==> src/rtl/mem_stage.sv <==
// Memory pipeline stage: runs Lw/Sw over a req/ack bus and passes other EX results to writeback.
// Optional bus-timeout path enabled by defining MEM_TIMEOUT_EN.
module mem_stage #(
  parameter int unsigned TIMEOUT_CYCLES = 255
) (
  input  logic        clk,
  input  logic        rst,
  input  logic        ex_valid,
  output logic        ex_ready,
  input  logic [5:0]  ex_op,
  input  logic [31:0] ex_memAddr,
  input  logic [31:0] ex_memData,
  input  logic [31:0] ex_regcData,
  input  logic        ex_regcWrite,
  input  logic [4:0]  ex_regcAddr,
  input  logic [31:0] ex_excptype,
  output logic        mem_req,
  output logic        mem_we,
  output logic [31:0] mem_addr,
  output logic [31:0] mem_wdata,
  input  logic        mem_ack,
  input  logic [31:0] mem_rdata,
  output logic        wb_valid,
  output logic [31:0] wb_regcData,
  output logic        wb_regcWrite,
  output logic [4:0]  wb_regcAddr,
  output logic [31:0] wb_excptype,
  output logic        stall_o
);

  localparam logic [5:0] OP_LW = 6'b100011;
  localparam logic [5:0] OP_SW = 6'b101011;

  typedef enum logic {IDLE, BUSY} state_t;
  state_t state, state_nxt;

  logic       lat_lw;
  logic       lat_regcWrite;
  logic [4:0] lat_regcAddr;

  logic transfer, is_lw, is_sw, is_mem, has_exc, misaligned, start_access, timeout;

  assign ex_ready     = (state == IDLE);
  assign stall_o      = ~ex_ready;
  assign transfer     = ex_valid & ex_ready;
  assign is_lw        = (ex_op == OP_LW);
  assign is_sw        = (ex_op == OP_SW);
  assign is_mem       = is_lw | is_sw;
  assign has_exc      = (ex_excptype != '0);
  assign misaligned   = (ex_memAddr[1:0] != 2'b00);
  assign start_access = transfer & is_mem & ~has_exc & ~misaligned;

`ifdef MEM_TIMEOUT_EN
  localparam int unsigned CW = ($clog2(TIMEOUT_CYCLES + 1) > 8) ? $clog2(TIMEOUT_CYCLES + 1) : 8;
  logic [CW-1:0] busy_cnt;

  // Counter reads 0 on the first BUSY cycle, so timeout fires after TIMEOUT_CYCLES BUSY cycles.
  always_ff @(posedge clk) begin
    if (rst || state == IDLE) busy_cnt <= '0;
    else                      busy_cnt <= busy_cnt + 1'b1;
  end

  assign timeout = (state == BUSY) & ~mem_ack & (busy_cnt == CW'(TIMEOUT_CYCLES - 1));
`else
  assign timeout = 1'b0;
`endif

  always_ff @(posedge clk) begin
    if (rst) state <= IDLE;
    else     state <= state_nxt;
  end

  always_comb begin
    state_nxt = state;
    case (state)
      IDLE:    if (start_access) state_nxt = BUSY;
      BUSY:    if (mem_ack || timeout) state_nxt = IDLE;
      default: state_nxt = IDLE;
    endcase
  end

  always_ff @(posedge clk) begin
    if (rst) begin
      mem_req       <= 1'b0;
      mem_we        <= 1'b0;
      mem_addr      <= '0;
      mem_wdata     <= '0;
      wb_valid      <= 1'b0;
      wb_regcData   <= '0;
      wb_regcWrite  <= 1'b0;
      wb_regcAddr   <= '0;
      wb_excptype   <= '0;
      lat_lw        <= 1'b0;
      lat_regcWrite <= 1'b0;
      lat_regcAddr  <= '0;
    end else begin
      wb_valid <= 1'b0;
      case (state)
        IDLE: begin
          if (transfer) begin
            if (!is_mem || has_exc) begin
              wb_valid     <= 1'b1;
              wb_regcData  <= ex_regcData;
              wb_regcWrite <= ex_regcWrite & ~has_exc;
              wb_regcAddr  <= ex_regcAddr;
              wb_excptype  <= ex_excptype;
            end else if (misaligned) begin
              wb_valid     <= 1'b1;
              wb_regcData  <= '0;
              wb_regcWrite <= 1'b0;
              wb_regcAddr  <= ex_regcAddr;
              wb_excptype  <= is_lw ? 32'h0000_0010 : 32'h0000_0020;
            end else begin
              mem_req       <= 1'b1;
              mem_we        <= is_sw;
              mem_addr      <= {ex_memAddr[31:2], 2'b00};
              mem_wdata     <= ex_memData;
              lat_lw        <= is_lw;
              lat_regcWrite <= ex_regcWrite;
              lat_regcAddr  <= ex_regcAddr;
            end
          end
        end
        BUSY: begin
          if (mem_ack) begin
            mem_req      <= 1'b0;
            mem_we       <= 1'b0;
            wb_valid     <= 1'b1;
            wb_regcData  <= lat_lw ? mem_rdata : '0;
            wb_regcWrite <= lat_lw & lat_regcWrite;
            wb_regcAddr  <= lat_regcAddr;
            wb_excptype  <= '0;
          end else if (timeout) begin
            mem_req      <= 1'b0;
            mem_we       <= 1'b0;
            wb_valid     <= 1'b1;
            wb_regcData  <= '0;
            wb_regcWrite <= 1'b0;
            wb_regcAddr  <= lat_regcAddr;
            wb_excptype  <= 32'h0000_0400;
          end
        end
        default: ;
      endcase
    end
  end

endmodule

==> config.mk <==
export PLATFORM = sky130hd
export DESIGN_NAME = mem_stage
export DESIGN_NICKNAME = d
export VERILOG_FILES = /design/src/rtl/mem_stage.sv
export SDC_FILE = /design/constraint.sdc
export NUM_CORES = 1
export LEC_CHECK = 0
export BUFFER_PORTS_ARGS = -buffer_cell sky130_fd_sc_hd__clkbuf_2
export CAP_MARGIN = 20
export CORE_AREA = 2 2 123 125
export CTS_CLUSTER_DIAMETER = 40
export DETAILED_ROUTE_END_ITERATION = 12
export DIE_AREA = 0 0 125 127
export GPL_TIMING_DRIVEN = 0
export PLACE_DENSITY = 0.8
export SETUP_SLACK_MARGIN = 0.15
export SLEW_MARGIN = 25
export SYNTH_ARGS = -nofsm -noshare
export SYNTH_HDL_FRONTEND = slang
export SYNTH_SLANG_ARGS = --single-unit
export TNS_END_PERCENT = 20
==> constraint.sdc <==
create_clock -name clk -period 2.3 [get_ports clk]
set_input_delay 0.46 -clock clk [delete_from_list [all_inputs] [get_ports clk]]
set_output_delay 0.46 -clock clk [all_outputs]
set_load 0.02 [all_outputs]
* Word level (Yosys, flattened, before mapping)
Index checks and enable logic that the tools add are counted.
Cells by class: $mul 0, reduce and logical (&&, ||, !) cells 7, shifts and indexed selects 0, eq/ne operators 7, add/subtract/negate cells 0, $lt $le $gt $ge 0, multiplexer cells 39, div/mod/pow operators 0, bitwise logic cells 11
Operators by type and width (number):
- 2-to-1 mux 32 bit | 9
- case mux 32 bit (2 select lines) | 2
- nonzero test 32 bit | 1
- 2-to-1 mux 5 bit | 4
- 2-to-1 mux 1 bit | 17
- equality test 6 bit, second input constant | 2
- case mux 1 bit (2 select lines) | 5
- case mux 5 bit (2 select lines) | 1
- AND reduction 4 bit | 2
- bitwise AND 1 bit | 6
- 2-to-1 mux 6 bit | 1
- != test 2 bit, second input constant | 3
- NOT 1 bit | 4
- != test 3 x 1 -> 1 bit, second input constant | 1
- AND reduction 3 bit | 1
- != test 2 x 1 -> 1 bit, second input constant | 1
- nonzero test 2 bit | 1
- logical NOT 1 bit | 1
- logical OR 1 bit | 1
- OR 1 bit | 1
Storage, ports and cells: memory bits (read-only) 0, word-level logic and storage cells 77, bits in writable memories 0, register bits 143, latch bits 0, memories 0, input bits 176, output and inout port bits 139

* Logic depth before layout (Yosys ltp)
Gate-level depths: netlist (run 1).
depth after elaboration 7, depth in mapped cells 8, mapped depth without buffers 5

* Worst setup path before layout (run 1)
OpenSTA, ideal clock, no wires.
kind input to register, from input ex_excptype[16], to register lat_regcAddr[4], data required time 2172 ps, arrival time 1831 ps, path buffers 2, library setup time 128 ps, slack 341 ps, stages 7, cell sequence nor4_2 nand4_1 nor4_2 buf_6 buf_12 mux2i_1 nor2_1
On the way: longest elaborated chain between the ends 4
RTL lines:
- start, declared | RTL line 16 | input logic [31:0] ex_excptype,
- nonzero test 32 bit | RTL line 49 | assign has_exc = (ex_excptype != '0);
- logical OR 1 bit | RTL line 101 | if (!is_mem || has_exc) begin
- NOT 1 bit (no line)
- AND reduction 4 bit (no line)
- end signal, assigned | RTL line 120 | lat_regcAddr <= ex_regcAddr;
- end, declared | RTL line 39 | logic [4:0] lat_regcAddr;
No other way between the ends. A chain may end at the register's enable or synchronous reset.

* Worst setup path in the final report (run 1)
from input ex_excptype[0], to register wb_regcData[8]
On the way: longest elaborated chain between the ends 5, elaborated cells between the ends (all ways) 7, those cells by class 1 x eq/ne; 3 x mux; 3 x reduce/logical
RTL lines:
- nonzero test 32 bit * | RTL line 49
- logical OR 1 bit * | RTL line 101
- 2-to-1 mux 32 bit | RTL line 101
- 2-to-1 mux 32 bit | RTL line 100 | if (transfer) begin
- case mux 32 bit (2 select lines) | RTL line 98 | case (state)
- end signal, assigned | RTL line 103 | wb_regcData <= ex_regcData;
- end signal, assigned | RTL line 129 | wb_regcData <= lat_lw ? mem_rdata : '0;
- end, declared | RTL line 24 | output logic [31:0] wb_regcData,
Every way passes the cells marked *; elsewhere a longest branch is shown, timed or not. The select of a mux whose other input is x is not followed.

==> results of run 1 <==
==> flip-flops by register name, summed over array words and instances (netlist names) <==
name           cells
wb_regcAddr        5
lat_regcWrite      1
lat_regcAddr       5
mem_we             1
mem_addr          30
lat_lw             1
mem_req            1
wb_regcWrite       1
wb_valid           1
stall_o            1
mem_wdata         32
wb_regcData       32
wb_excptype       32
==> how the worst max path moves through the flow <==
stage	from	to	slack, ns	depth (start not counted)
4_1_cts	stall_o	wb_regcData[7]	0.06	6
6_report	ex_excptype[0]	wb_regcData[8]	0.30	7
5_1_grt	stall_o	wb_regcData[21]	0.14	6
3_5_place_dp	ex_excptype[31]	wb_regcData[26]	-0.35	7
2_1_floorplan	ex_excptype[16]	lat_regcAddr[4]	0.34	7
3_3_place_gp	ex_excptype[31]	wb_regcData[26]	-0.39	7
==> per-layer routing <==
layer  up-vias  wire length (µm)  global-route usage [%]
li1       2620                 -                       -
met2       205              9250                    39.5
met3        22               989                    4.48
met1      2617              7830                    27.9
met5         -                 0                       0
met4         0               310                    7.84
==> cell type report <==
type                       count  area [µm²]
timing repair buffer         312        1560
inverter                       3        11.3
multi-input combinational    341        2530
fill                        1304        6290
sequential                   143        2860
buffer                        48         354
clock buffer                  21         450
clock inverter                10         139
tap                          184         230
==> report_power, final <==
group	leakage [µW]	switching [µW]	internal (µW)	total, µW
logic	0.00218	356	262	617
registers	0.00117	43.4	2560	2600
clock network	0.000287	1030	1730	2750
==> logic make-up after synthesis <==
group,synth area share (%)
AOI/OAI and AO/OA,20.4
buffers and inverters,6.15
and+or+nand+nor,10.3
other,0.0656
muxes,13.0
DFF,50.1
==> Yosys cell counts (2+ instances only) <==
library cell	instances
buf_12	7
nor4_2	8
and4_4	2
a211oi_2	20
nor3_1	3
buf_6	4
nand2_1	7
buf_2	4
nand4_1	8
mux2i_1	74
inv_1	2
and2_1	2
nor2_1	73
a22o_1	27
dfxtp_1	143
clkbuf_1	30
buf_4	3
o21ai_0	5
a21oi_1	47
a22oi_1	32
a21o_1	2
a211oi_1	18
==> what timing repair did <==
item                                    CTS  global route
endpoints found under the setup margin   35            46
pin swaps                                 0             1
hold buffers                              0             0
resized for setup                         5            15
==> through the flow <==
step                      setup TNS (ns)  hold WS [ns]  cell area [µm²]
after CTS                              0         0.268             8120
after global placement            -13.48         0.457             7510
after global routing                   0         0.277             8140
final                                  0         0.286             8140
after detailed placement          -13.76         0.464             7510
after floorplan                        0         0.452             5720
==> tightest hold or removal path, delay by kind of cell <==
family	cells	cell delay [ns]
buffers and inverters	1	0.07
AND/OR/NAND/NOR	1	0.07
multiplexers	1	0.05
==> out/results.md, run 1 <==
| Step | Result | This run |
| --- | --- | --- |
| setup path | R2R Path Start | stall_o |
| place | Estimated wirelength of the detail-placed design | 14100 µm |
| sta | Final setup viols | 0 |
| setup path | Worst r2r path cells | 5 |
| setup path | Critical Path Max Stage Delay | 0.41 ns |
| worst hold path | Hold/Removal Path Class | in2reg |
| cells and area | Post-synthesis to final-layout area growth | 42.2% |
| setup path | Required time at the worst-slack endpoint | 2.56 ns |
| setup path | Minimum setup slack among reg-to-reg paths | 0.32 ns |
| sta | Worst slew margin relative to its limit | 50.5% |
| routing | Post-detailed-route via-to-cell ratio | 5.15 |
| yosys | Post-Syn Area | 0.00572 mm² |
| floorplan | Width of the die | 125 µm |
| floorplan | Core Region | 0.0144 mm² |
| cts | Clock Tree Root | clkbuf_16 |
| cts | Number of buffers created by CTS | 17 |
| cts | TritonCTS clock tree | done |
| pwr | Overall power after layout | 5970 µW |
| routing | Total detailed-routing wirelength | 18400 µm |
| place | Count of input and output buffers | 312 |
| yosys | YS warnings | 0 |
| flow run | Maximum capacitance violations | 0 |
| pwr | Worst ir drop on vdd | 0.434 mV |
| floorplan | Row Count | 44 |
| cts | Clock-pin slew on the worst setup and hold paths | 0.06 ns |
| cells and area | Core occupancy in the finished layout | 56.4% |
| yosys | Number of enable flip-flop cells after synthesis | 0 |
| floorplan | Die Area | 0.0159 mm² |
| sta | Setup repair after global routing missed its margin | yes |
| yosys | Proportion of register bits with asynchronous set or reset after synthesis | 0% |
| setup path | Max Fanout on Critical Path | 10 |
| routing | Number of iterations in the first detailed-routing pass | 5 |
| yosys | Number of register bits inferred by synthesis | 143 |
| yosys | Commonest register cell after synthesis | dfxtp_1 |
| cts | Deepest level of the CTS H-tree | 4 |
| grt | Via count of the first global-routing pass | 5480 |
| cells and area | Most used cells in the layout excluding fill and tap cells | clkbuf_2, dfxtp_1, mux2i_1 |
| run status | Status | complete, no violations |
| yosys | Mean instance size in the synthesized netlist | 10.7 µm² |
| sta | Final clock skew | 0.00645 ns |
| grt | Global routing usage summed across all routing layers | 22.6% |
| cts | Clock latency of the later-clocked register in the worst-skew pair | 0.41 ns |
| pwr | Power density over cell area | 734 mW/mm² |
| setup path | Endpoint of the lowest-slack register-to-register path | wb_excptype[30] |
| setup path | Buf+Inv Stages, Crit Path | 2 |
| setup path | Cell with the largest stage delay on the worst path | nor4_2 |
| sta | Number of hold violations in the final report | 0 |
| setup path | Cells along the critical path | clkbuf_2 > nor4_2 > and4_4 > a31oi_2 > clkbuf_2 > a22oi_1 > a211oi_2 |
| yosys | Gate count of the mapped netlist | 534 |
| setup path | Crit Path Class | in2reg |
| grt | Global-route wire length before repair | 28500 µm |
| worst hold path | Hold wc startpoint | ex_memAddr[30] |
| yosys | Sequential-to-total area share from yosys stat | 50.1% |
| setup path | Type of element launching the critical path | input pin |
| cts | Post-CTS setup buffers | 0 |
| place | Global placement routability congestion | 0.831 |
| cells and area | Final cell count without fillers | 1062 |
| floorplan | Number of placed I/O pins | 315 |
| yosys | Number of library cell types mapped by synthesis | 35 |
| cts | Maximum count of clock buffers along a single path | 2 |
| routing | DRC violation count after routing | 0 |
| yosys | Area share of the leading cell type in the synthesized netlist | 50.1% |
| setup path | Dominant delay contributor by cell family on the critical path | simple AND/OR/NAND/NOR gates |
| sta | Final critical-path required period | 2.00 ns |
| cells and area | Leading cell type in the layout, fill and taps excluded | clkbuf_2 |
| sta | Slew of the pin with the lowest slew margin | 0.736 ns |
| yosys | Cell accounting for the most synthesized area | dfxtp_1 |
| cells and area | Number of nets in the layout | 1042 |
| setup path | Library cell appearing most often on the critical path | clkbuf_2 |
| cts | TritonCTS Sinks | 143 |
| grt | GRT Residual Overflow | 0 |
| setup path | Critical path arrival | 2.26 ns |
| place | Post-placement setup slack | -0.350 ns |
| floorplan | Die Y | 127 µm |
| cells and area | Fraction of layout instances using a drive strength above 1 | 46.0% |
| yosys | Top area cells in the synthesized netlist | dfxtp_1, mux2i_1, nor2_1 |
| routing | DRT iter0 DRCs | 295 |
| worst hold path | Instance count along the most critical hold path | 3 |
| routing | Via count of the routed design | 5464 |
| routing | Final antenna-violating net count | 0 |
| sta | Final critical-path setup slack | 0.300 ns |
| floorplan | Initial cell density of the core | 39.7% |
| routing | WL/cell | 17.3 µm |
| sta | Share of the cycle needed by the critical path after routing | 87.0% |
| sta | Max-slew violation total from the final report | 0 |
| grt | Number of antenna violations at the first check in global routing | 0 |
| cells and area | Antenna diode count | 0 |
| sta | Peak clock frequency supported by timing | 0.500 GHz |
| pwr | Leak pwr | 0.00363 µW |
| place | Cell count after placement | 1031 |
| setup path | Category of the worst setup path capture point | register |
| worst hold path | Hold worst-path end | mem_addr[30] |
| grt | Pin count of the biggest net entering global routing | 17 |
(Power assumes the default switching activity.)
==> run 2, diff against run 1 <==
- ABC_AREA: unset -> 1
- CORE_AREA: 2 2 123 125 -> 2 2 122 124
- DIE_AREA: 0 0 125 127 -> 0 0 124 126
- PLACE_DENSITY: 0.8 -> 0.83
- REMOVE_ABC_BUFFERS: unset -> 1
==> out/results.md, run 2 <==
| Step | Result | This run |
| --- | --- | --- |
| grt | Pin count of the biggest net entering global routing | 79 |
| yosys | Gate count of the mapped netlist | 872 |
| cells and area | Multi-input gate area in the final layout | 0.00269 mm² |
| cells and area | Core occupancy in the finished layout | 57.7% |
| grt | Global route hottest layer | met2 |
| routing | DRT iter0 DRCs | 323 |
| sta | Setup repair after global routing missed its margin | yes |
| setup path | Cell with the largest stage delay on the worst path | nor2_1 |
| cells and area | Fraction of layout instances using a drive strength above 1 | 31.7% |
| setup path | Max Fanout on Critical Path | 21 |
| cells and area | Number of nets in the layout | 1335 |
| setup path | Endpoint of the lowest-slack register-to-register path | wb_regcAddr[4] |
| setup path | Type of element launching the critical path | input pin |
| floorplan | Core Region | 0.0143 mm² |
| sta | Total negative slack | 0 ns |
| setup path | Library cell appearing most often on the critical path | nor2_1 |
| cells and area | Count of fill cells added during filler insertion | 1390 |
| sta | Slew of the pin with the lowest slew margin | 0.972 ns |
| routing | Post-detailed-route via-to-cell ratio | 4.85 |
| setup path | Worst r2r path cells | 7 |
| sta | Max-slew violation total from the final report | 0 |
| cells and area | Register area | 0.00287 mm² |
| cells and area | Largest registers | mem_wdata x32, wb_excptype x32, wb_regcData x32 |
| cells and area | Leading cell type in the layout, fill and taps excluded | clkbuf_2 |
| grt | Global-route wire length before repair | 29000 µm |
| floorplan | Width of the die | 124 µm |
| run status | Status | complete, no violations |
| yosys | Number of register bits inferred by synthesis | 143 |
| setup path | Minimum setup slack among reg-to-reg paths | 0.28 ns |
| yosys | Cell with the most instances after synthesis | nor2_1 |
| sta | Number of hold violations in the final report | 0 |
| routing | WL/cell | 14.0 µm |
| floorplan | Row Count | 44 |
| sta | Final setup viols | 0 |
| worst hold path | Hold wc startpoint | ex_memData[6] |
| setup path | R2R Path Start | stall_o |
| worst hold path | Hold worst-path end | mem_wdata[6] |
| grt | Global routing usage summed across all routing layers | 23.7% |
| pwr | Power density over cell area | 715 mW/mm² |
| yosys | Proportion of register bits with asynchronous set or reset after synthesis | 0% |
| routing | Number of iterations in the first detailed-routing pass | 4 |
| grt | Via count of the first global-routing pass | 6002 |
| cts | Number of buffers created by CTS | 17 |
| routing | Total detailed-routing wirelength | 19000 µm |
| yosys | Most instantiated cells after synthesis | nor2_1, nand2_1, dfxtp_1 |
| yosys | Top area cells in the synthesized netlist | dfxtp_1, nor2_1, nand2_1 |
| worst hold path | Hold/Removal Path Class | in2reg |
| floorplan | Die Area | 0.0156 mm² |
| yosys | Commonest register cell after synthesis | dfxtp_1 |
| floorplan | Die Y | 126 µm |
| cts | Clock Tree Root | clkbuf_16 |
| sta | Share of the cycle needed by the critical path after routing | 88.5% |
| setup path | Dominant delay contributor by cell family on the critical path | simple AND/OR/NAND/NOR gates |
| setup path | Critical Path Max Stage Delay | 0.40 ns |
| cells and area | Most used cells in the layout excluding fill and tap cells | clkbuf_2, nor2_1, nand2_1 |
| grt | GRT Residual Overflow | 0 |
| yosys | Post-Syn Area | 0.00592 mm² |
| place | Estimated wirelength of the detail-placed design | 12700 µm |
| grt | Met1 demand-to-capacity share in global routing | 26.8% |
| cts | Clock latency of the later-clocked register in the worst-skew pair | 0.42 ns |
| routing | Via count of the routed design | 6575 |
| sta | Worst slew margin relative to its limit | 34.8% |
| yosys | Sequential-to-total area share from yosys stat | 48.3% |
| setup path | Buf+Inv Stages, Crit Path | 3 |
| floorplan | Initial cell density of the core | 41.4% |
| routing | Final antenna-violating net count | 0 |
| place | Global placement routability congestion | 0.828 |
| cells and area | Post-synthesis to final-layout area growth | 39.5% |
| setup path | Critical Path Start | ex_memAddr[1] |
| yosys | Cell accounting for the most synthesized area | dfxtp_1 |
| routing | DRC violation count after routing | 0 |
| setup path | Required time at the worst-slack endpoint | 2.65 ns |
| setup path | Critical path arrival | 2.38 ns |
| sta | Final-layout worst hold slack | 0.259 ns |
| cts | Deepest level of the CTS H-tree | 4 |
| pwr | Leak pwr | 0.00434 µW |
| grt | Met2 layer usage reported by global route | 40.3% |
| setup path | Cells along the critical path | clkbuf_2 > nor2_1 > inv_1 > nor2_1 > nand3_4 > nand2_8 > inv_2 > nand2_1 > nand2_1 > nor2_1 |
| cts | TritonCTS Sinks | 143 |
| pwr | Worst ir drop on vdd | 0.439 mV |
| place | Count of input and output buffers | 312 |
| yosys | Number of library cell types mapped by synthesis | 20 |
| setup path | Category of the worst setup path capture point | register |
| yosys | YS warnings | 0 |
| sta | Peak clock frequency supported by timing | 0.491 GHz |
| sta | Final critical-path required period | 2.04 ns |
| setup path | Count of cell instances traversed by the critical path | 10 |
| grt | Number of antenna violations at the first check in global routing | 1 |
| cts | Maximum count of clock buffers along a single path | 2 |
| cts | TritonCTS clock tree | done |
| cts | Clock-pin slew on the worst setup and hold paths | 0.07 ns |
| sta | Final clock skew | 0.00565 ns |
| cts | Count of hold-fix buffers inserted at cts | 0 |
| floorplan | Number of placed I/O pins | 315 |
| cells and area | Final Instance Area | 0.00827 mm² |
| setup path | Crit Path Class | in2reg |
| flow run | Maximum capacitance violations | 0 |
| worst hold path | Instance count along the most critical hold path | 3 |
| grt | Routing usage on met3 | 8.33% |
| place | Standard cell area after detailed placement | 0.00755 mm² |
| yosys | Area share of the leading cell type in the synthesized netlist | 48.3% |
| yosys | Number of enable flip-flop cells after synthesis | 0 |
| yosys | Mean instance size in the synthesized netlist | 6.79 µm² |
[run 2: layer usage]
metal	wire length (µm)	vias to the layer above
li1	-	3311
met3	1730	37
met1	7590	2921
met2	9180	306
met5	0	-
met4	491	0
[run 2: layout make-up]
type	count	share of cell area [%]
sequential	143	34.7
multi-input combinational	620	32.6
timing repair buffer	319	20.2
clock buffer	17	5.15
tap	184	2.79
inverter	57	2.69
clock inverter	15	1.82
timing repair inverter	1	0.0606
antenna	1	0.0303
[run 2: power by group]
group          switching, µW  internal, µW
combinational            383           255
sequential              40.5          2560
clock                   1150          1520
total                   1580          4340
[run 2: worst register-to-register path, stage by stage, from the launching register on]
cell	delay (ns)
dfxtp_4	0.44
nor2_1	0.43
nand3_4	0.37
nand2_8	0.29
inv_2	0.18
nand2_1	0.10
nand2_1	0.05
nor2_1	0.09
[run 2: metrics by stage]
| stage | total power, µW | cells | worst slack, ns |
|---|---|---|---|
| final | 5910 | 1357 | 0.265 |
| after global routing | 6150 | 1357 | 0.0586 |
| after CTS | 5960 | 1351 | 0.0310 |
| after detailed placement | 3270 | 1314 | -1.05 |
| after global placement | 3260 | 1311 | -2.33 |
| after floorplan | 2960 | 815 | -0.772 |
[run 2: kinds of logic after synthesis]
group | after synthesis | synth area share, %
and+or+nand+nor | 486 | 32.8
DFF | 143 | 48.3
AOI/OAI and AO/OA | 127 | 10.8
buffers and inverters | 115 | 8.01
other | 1 | 0.0633
[run 2: worst max-delay path by stage]
stage                     endpoint  slack [ns]
finish              wb_regcAddr[4]        0.26
global route        wb_excptype[0]        0.06
CTS                   mem_addr[28]        0.03
detailed placement  wb_excptype[0]       -1.05
global placement     mem_wdata[17]       -2.33
floorplan            lat_regcWrite       -0.77
[run 2: timing repair]
action / in CTS / in global routing
cloned: 4 / 2
setup buffers: 1 / 3
setup endpoints to repair: 144 / 116
pin swaps: 3 / 3
gates resized for setup: 6 / 3
